$ cat config.mk
export PLATFORM = sky130hd
export DESIGN_NAME = program_counter
export DESIGN_NICKNAME = d
export VERILOG_FILES = /design/src/rtl/program_counter.sv
export SDC_FILE = /design/constraint.sdc
export NUM_CORES = 1
export LEC_CHECK = 0
export ABC_AREA = 1
export BUFFER_PORTS_ARGS = -buffer_cell sky130_fd_sc_hd__buf_2
export CAP_MARGIN = 10
export CORE_AREA = 2 2 39 41
export CTS_BUF_LIST = sky130_fd_sc_hd__clkbuf_8
export DETAILED_ROUTE_END_ITERATION = 8
export DIE_AREA = 0 0 41 43
export GPL_ROUTABILITY_DRIVEN = 0
export PLACE_DENSITY = 0.73
export SYNTH_ARGS = -nofsm -noshare
export SYNTH_HDL_FRONTEND = slang
export SYNTH_SLANG_ARGS = --single-unit
$ cat constraint.sdc
create_clock -name clk -period 1.1 [get_ports clk]
set_input_delay 0 -clock clk [delete_from_list [all_inputs] [get_ports clk]]
set_output_delay 0 -clock clk [all_outputs]
set_load 0.01 [all_outputs]
$ cat src/rtl/program_counter.sv
// Instruction-fetch program counter: steps by INCR each clock, or loads br_addr when branch is high.
// Latency: one cycle from branch/br_addr sample to pc_out; rst (active-low) clears asynchronously.
// Backpressure: none; there is no stall or enable, so the PC updates on every rising clk edge.
module program_counter #(
   parameter int unsigned WIDTH      = 8,
   parameter int unsigned INCR       = 1,
   parameter int unsigned RESET_ADDR = 0
) (
   input  logic             clk,
   input  logic             rst,
   input  logic             branch,
   input  logic [WIDTH-1:0] br_addr,
   output logic [WIDTH-1:0] pc_out
);

   localparam logic [WIDTH-1:0] LP_INCR       = WIDTH'(INCR);
   localparam logic [WIDTH-1:0] LP_RESET_ADDR = WIDTH'(RESET_ADDR);

   logic [WIDTH-1:0] r_pc;
   logic [WIDTH-1:0] w_pc_next;

   // The sum wraps modulo 2^WIDTH by truncation; no overflow is reported.
   always_comb begin
      w_pc_next = r_pc + LP_INCR;
      if (branch) begin
         w_pc_next = br_addr;
      end
   end

   always_ff @(posedge clk or negedge rst) begin
      if (!rst) begin
         r_pc <= LP_RESET_ADDR;
      end else begin
         r_pc <= w_pc_next;
      end
   end

   assign pc_out = r_pc;

endmodule

==> results.sh, run 1 <==
export IMPL_status="finished clean"
export IMPL_synth_most_common_cell="nand2_1"
export IMPL_pin_count=19
export IMPL_power_leakage_nw=0.366
export IMPL_finalCritPeriodShare=0.995
export IMPL_overflow=0
export IMPL_synth_top_area_cell="dfrtp_1"
export IMPL_finalNetCount=102
export IMPL_worst_pin_slew_ps=190
export IMPL_avgRoutedWirePerCell_um=10.7
export IMPL_fin_cells=104
export IMPL_rsz0062_at_grt="true"
export IMPL_crit_arrival_ps=1260
export IMPL_ys_seq_elements=8
export IMPL_regArea_um2=201
export IMPL_path_max_fanout=4
export IMPL_clk_pin_slew_ps=40
export IMPL_p_total_mw=0.940
export IMPL_cts_tree="yes"
export IMPL_cp_end_kind="register"
export IMPL_htree_levels=1
export IMPL_hold_worst_slack_ps=35.0
export IMPL_final_util=0.495
export IMPL_largest_register_ffs=8
export IMPL_cp_data_required_time_ps=1270
export IMPL_ant_nets=0
export IMPL_multiInputGateArea_um2=218
export IMPL_syn2layout_area_growth_pct=56.7
export IMPL_dp_hpwl_um=728
export IMPL_cts_sinks=8
export IMPL_cts_buffer_depth=2
export IMPL_yosysSeqAreaShare=0.458
export IMPL_drt_iter0_drc=6
export IMPL_drcViolationCount=0
export IMPL_rows=14
export IMPL_setup_viol=0
export IMPL_first_pass_iters=4
export IMPL_grt_pass1_wl_um=1590
export IMPL_synth_ff_type="dfrtp_1"
export IMPL_vias_per_cell=4.44
export IMPL_syn_area_per_cell_um2=7.40
export IMPL_synth_cell_types=14
export IMPL_skew_ps=1.21
export IMPL_io_buffers=18
export IMPL_setup_tns_ps=0
export IMPL_die_w_um=41
export IMPL_core_area_um2=1380
export IMPL_antenna_found_initial=0
export IMPL_setup_ws_ps=5.35
export IMPL_dp_slack_ps=29.3
export IMPL_synthTopCellsByCount="nand2_1 (24), dfrtp_1 (8), nand3_1 (7), inv_1 (6)"
export IMPL_grtUsageTotal=0.138
export IMPL_initial_core_util=0.316
export IMPL_dieArea_um2=1760
export IMPL_diodes=0
export IMPL_hold_path_class="in2reg"
export IMPL_synth_fp_nets=71
export IMPL_cts_root_buf="clkbuf_8"
export IMPL_fmax_mhz=914
export IMPL_cts_made_buffers=3
export IMPL_setup_worst_path_class="reg2reg"
export IMPL_placedCellCount=93
export IMPL_synth_warnings=0
export IMPL_insertion_delay_ps=230
export IMPL_drv_cap=0
export IMPL_drive_gt1_frac=0.318
export IMPL_die_y_um=43
export IMPL_synth_area_um2=437
export IMPL_slew_violations=0
export IMPL_startpoint_type="register"
export IMPL_power_density_nw_per_um2=1370
export IMPL_vias=462
export IMPL_hold_viol_final=0
export IMPL_routed_wl_um=1110
export IMPL_syn_inst=59
export IMPL_slew_headroom=0.873
export IMPL_grt_max_degree=10
export IMPL_synth_edf_count=0
export IMPL_grt_pass1_vias=367
export IMPL_async_reset_ff_frac=1.00
export IMPL_yosysTopAreaCellShare=0.458
export IMPL_netlist_top_cells_area="dfrtp_1 (46%), nand2_1 (21%), nand3_1 (8.0%)"
export IMPL_fillCellCount=142
export IMPL_place_area_um2=549
export IMPL_fin_area_um2=684
export IMPL_finalCriticalPeriod_ps=1090
export IMPL_ir_drop_mv=0.690
## worst paths after layout
| kind | startpoint | endpoint | slack [ps] | cells past startpoint |
|---|---|---|---|---|
| max | pc_out[1]$_DFF_PN0_ | pc_out[6]$_DFF_PN0_ | 5 | 7 |
| min | br_addr[3] | pc_out[3]$_DFF_PN0_ | 30 | 3 |
| max reg2reg | pc_out[1]$_DFF_PN0_ | pc_out[6]$_DFF_PN0_ | 5 | 7 |
| min reg2reg | pc_out[0]$_DFF_PN0_ | pc_out[0]$_DFF_PN0_ | 590 | 2 |
| max in group asynchronous | rst | pc_out[2]$_DFF_PN0_ | 780 | 2 |
| min in group asynchronous | rst | pc_out[3]$_DFF_PN0_ | 140 | 2 |
## layout by cell type (no fill, tap or decap)
cell and n:
nand2_1 23, buf_2 18, dlygate4sd3_1 8, nand3_1 7, dfrtp_1 7, inv_1 6
o21ai_0 3, nor2_1 3, clkbuf_8 3, nor2_4 2, nand2_4 1, inv_2 1
o21bai_1 1, o211ai_1 1, a31oi_1 1, ha_2 1, dfrtp_2 1, buf_4 1
## layer usage
metal,up-vias,track usage,part of all wire
met2,19,0.178,0.50
met1,197,0.193,0.42
met5,-,0,0
met3,2,0.0471,0.058
met4,0,0.0800,0.013
li1,244,-,-
## where the power goes
| group | internal, mW | switching (mW) |
|---|---|---|
| combinational | 0.0979 | 0.114 |
| sequential | 0.329 | 0.0339 |
| clock | 0.238 | 0.127 |
| total | 0.665 | 0.275 |
## timing repair
action,4_1_cts,5_1_grt
hold buffers,8,0
setup buffers,0,0
setup endpoints to repair,0,3
gates resized for setup,0,4
endpoints found under the hold margin,15,0
## worst max-delay path, stage by stage (launching register included)
cell	delay, ps
dfrtp_1	380
ha_2	220
nand2_4	70
nor2_4	110
nand2_1	50
nand2_1	50
nand3_1	70
nand2_1	70
## logic make-up (layout without fill, tap and decap cells)
logic type,Yosys count,in the layout,synth area share
AND/OR/NAND/NOR,36,36,0.352
AO/OA/AOI/OAI,6,6,0.0831
buffers and inverters,8,37,0.0774
adder cells (fa/ha/maj),1,1,0.0286
flip-flops,8,8,0.458
## cell type report
cell class	count	share of cell area
Timing Repair Buffer	27	0.260
Multi-Input combinational cell	43	0.318
Tap cell	16	0.0293
Sequential cell	8	0.294
Clock buffer	3	0.0603
Inverter	7	0.0384
No activity file was read; power rests on OpenSTA's default activity.
==> run 2: changes to the inputs <==
- ABC_AREA: 1 -> not set
- PLACE_DENSITY: 0.73 -> 0.71
==> results.sh, run 2 <==
export IMPL_status="complete, but fails checks"
export IMPL_violations="setup timing"
export IMPL_multiInputGateArea_um2=216
export IMPL_synth_ff_type="dfrtp_1"
export IMPL_placedCellCount=85
export IMPL_fin_cells=98
export IMPL_min_to="pc_out[7]$_DFF_PN0_"
export IMPL_synth_warnings=0
export IMPL_busiest_layer="met2"
export IMPL_power_leakage_nw=0.351
export IMPL_synthXorXnorAreaFrac=0.0631
export IMPL_pin_count=19
export IMPL_initial_core_util=0.301
export IMPL_grt_pass1_wl_um=1690
export IMPL_slew_headroom=0.842
export IMPL_grt_util_met2=0.244
export IMPL_r2r_start="pc_out[1]$_DFF_PN0_"
export IMPL_cts_buffer_depth=2
export IMPL_ys_seq_elements=8
export IMPL_finalCritPeriodShare=1.07
export IMPL_yosys_area_share_simple=0.279
export IMPL_finalNetCount=96
export IMPL_cts_root_buf="clkbuf_8"
export IMPL_crit_arrival_ps=1350
export IMPL_ant_nets=0
export IMPL_vias_per_cell=4.64
export IMPL_hold_viol_final=0
export IMPL_min_delay_start="br_addr[7]"
export IMPL_setup_worst_path_class="reg2reg"
export IMPL_die_y_um=43
export IMPL_cp_data_required_time_ps=1270
export IMPL_io_buffers=18
export IMPL_cp_end_kind="register"
export IMPL_cts_tree="yes"
export IMPL_r2r_setup_slack_ps=-80
export IMPL_use_met3=0.0785
export IMPL_power_density_nw_per_um2=1400
export IMPL_synth_area_um2=417
export IMPL_hold_path_depth=3
export IMPL_first_pass_iters=3
export IMPL_final_util=0.533
export IMPL_path_max_fanout=3
export IMPL_overflow=0
export IMPL_setup_ws_ps=-79.4
export IMPL_finalCriticalPeriod_ps=1180
export IMPL_drcViolationCount=0
export IMPL_final_common_cell="buf_2"
export IMPL_worst_pin_slew_ps=237
export IMPL_avgRoutedWirePerCell_um=11.5
export IMPL_grt_pass1_vias=444
export IMPL_final_cell_mix="buf_2 (18), buf_4 (10), nand2_1 (9)"
export IMPL_dieArea_um2=1760
export IMPL_yosysSeqAreaShare=0.480
export IMPL_rsz0062_at_grt="true"
export IMPL_rows=14
export IMPL_synth_top_family_by_area="simple AND/OR/NAND/NOR gates"
export IMPL_yosysTopAreaCellShare=0.480
export IMPL_hold_path_class="in2reg"
export IMPL_yosys_mux_area_fraction=0.0270
export IMPL_regArea_um2=203
export IMPL_rr_worst_depth=4
export IMPL_synth_edf_count=0
export IMPL_drv_cap=0
export IMPL_vias=455
export IMPL_syn_inst=44
export IMPL_reg2reg_to="pc_out[6]$_DFF_PN0_"
export IMPL_diodes=0
export IMPL_synth_cell_types=14
export IMPL_grtUsageMet1=0.145
export IMPL_synthAdderAreaFrac=0.0300
export IMPL_async_reset_ff_frac=1.00
export IMPL_die_w_um=41
export IMPL_grt_max_degree=15
export IMPL_synth_top_area_cell="dfrtp_1"
export IMPL_setup_viol=4
export IMPL_synth_compound_area_frac=0.0841
export IMPL_clk_pin_slew_ps=40
export IMPL_synth_fp_nets=56
export IMPL_cts_sinks=8
export IMPL_startpoint_type="register"
export IMPL_drt_iter0_drc=7
export IMPL_synthTopCellsByCount="nand2_1 (9), dfrtp_1 (8), nand3_1 (5), o21ai_0 (4)"
export IMPL_htree_levels=1
export IMPL_cts_made_buffers=3
export IMPL_antenna_found_initial=0
export IMPL_synth_most_common_cell="nand2_1"
export IMPL_fillCellCount=138
export IMPL_ir_drop_mv=0.609
export IMPL_syn2layout_area_growth_pct=77.2
export IMPL_setup_tns_ps=-162
export IMPL_skew_ps=1.98
export IMPL_drive_gt1_frac=0.476
export IMPL_slew_violations=0
export IMPL_dp_hpwl_um=747
export IMPL_grtUsageTotal=0.151
export IMPL_routed_wl_um=1130
export IMPL_largest_register_ffs=8
export IMPL_insertion_delay_ps=230
export IMPL_syn_area_per_cell_um2=9.47
export IMPL_fmax_mhz=848
export IMPL_core_area_um2=1380
export IMPL_netlist_top_cells_area="dfrtp_1 (48%), nand2_1 (8.1%), nand3_1 (6.0%)"
run 2: cell types whose count changed in the layout (fill, tap and decap cells not counted), moves of 2 or more:
cell	previous run	this run
buf_4	1	10
nor2_1	3	0
nand3_1	7	4
nor2b_1	0	3
xor2_1	0	2
o21ai_1	0	4
nand3_2	0	2
buf_6	0	2
nand2_1	23	9
inv_1	6	0
or4_1	0	3
nor2_4	2	0
run 2: cells by family after synthesis:
family | after synthesis
buffers and inverters | 2
flip-flops | 8
adder cells (fa/ha/maj) | 1
AND/OR/NAND/NOR | 22
XOR/XNOR | 3
multiplexers | 1
AO/OA/AOI/OAI | 7
run 2: repair_timing:
item | CTS | global route
gates resized for setup | 1 | 4
cloned | 0 | 0
hold buffers | 7 | 0
buffers inserted | 3 | 0
pin swaps | 3 | 4
setup endpoints to repair | 2 | 7
endpoints found under the hold margin | 14 | 0
run 2: stage by stage:
step | hold WS (ps) | setup WS, ps | area [um^2] | total power, mW
finish | 2.33 | -79.4 | 738 | 1.03
global placement | -146 | -33.5 | 584 | 0.610
CTS | 1.97 | -76.4 | 718 | 1.03
detailed placement | -145 | -77.6 | 584 | 0.614
floorplan | -296 | -108 | 422 | 0.481
global route | 19.5 | -152 | 738 | 1.10
run 2: worst max-delay path by stage:
stage / startpoint / end / slack, ps / depth (start not counted)
detailed placement: pc_out[1]$_DFF_PN0_ / pc_out[6]$_DFF_PN0_ / -80 / 4
global route: pc_out[1]$_DFF_PN0_ / pc_out[6]$_DFF_PN0_ / -150 / 4
CTS: pc_out[1]$_DFF_PN0_ / pc_out[6]$_DFF_PN0_ / -80 / 4
global placement: pc_out[1]$_DFF_PN0_ / pc_out[6]$_DFF_PN0_ / -30 / 4
floorplan: pc_out[0]$_DFF_PN0_ / pc_out[6]$_DFF_PN0_ / -110 / 4
finish: pc_out[1]$_DFF_PN0_ / pc_out[6]$_DFF_PN0_ / -80 / 4
run 2: worst max-delay path: stages, from the launching register on:
cell	delay [ps]
dfrtp_1	380
ha_2	210
nand2_1	60
or4_1	390
nand3_1	80
run 2: power breakdown:
part / switching (mW) / internal (mW) / total, mW
Clock: 0.121 / 0.238 / 0.358
Sequential: 0.0388 / 0.335 / 0.374
Combinational: 0.125 / 0.175 / 0.300
run 2: layer usage:
layer / wire [um] / up-vias / share of wire
met5: 0 / - / 0
met4: 0 / 0 / 0
met3: 71 / 0 / 0.063
met2: 574 / 16 / 0.51
met1: 479 / 207 / 0.43
li1: - / 232 / -
run 2: cell type report:
class                           instances  area share
Tap cell                               16      0.0271
Clock buffer                            3      0.0559
Timing Repair Buffer                   37       0.349
Multi-Input combinational cell         34       0.293
Sequential cell                         8       0.275
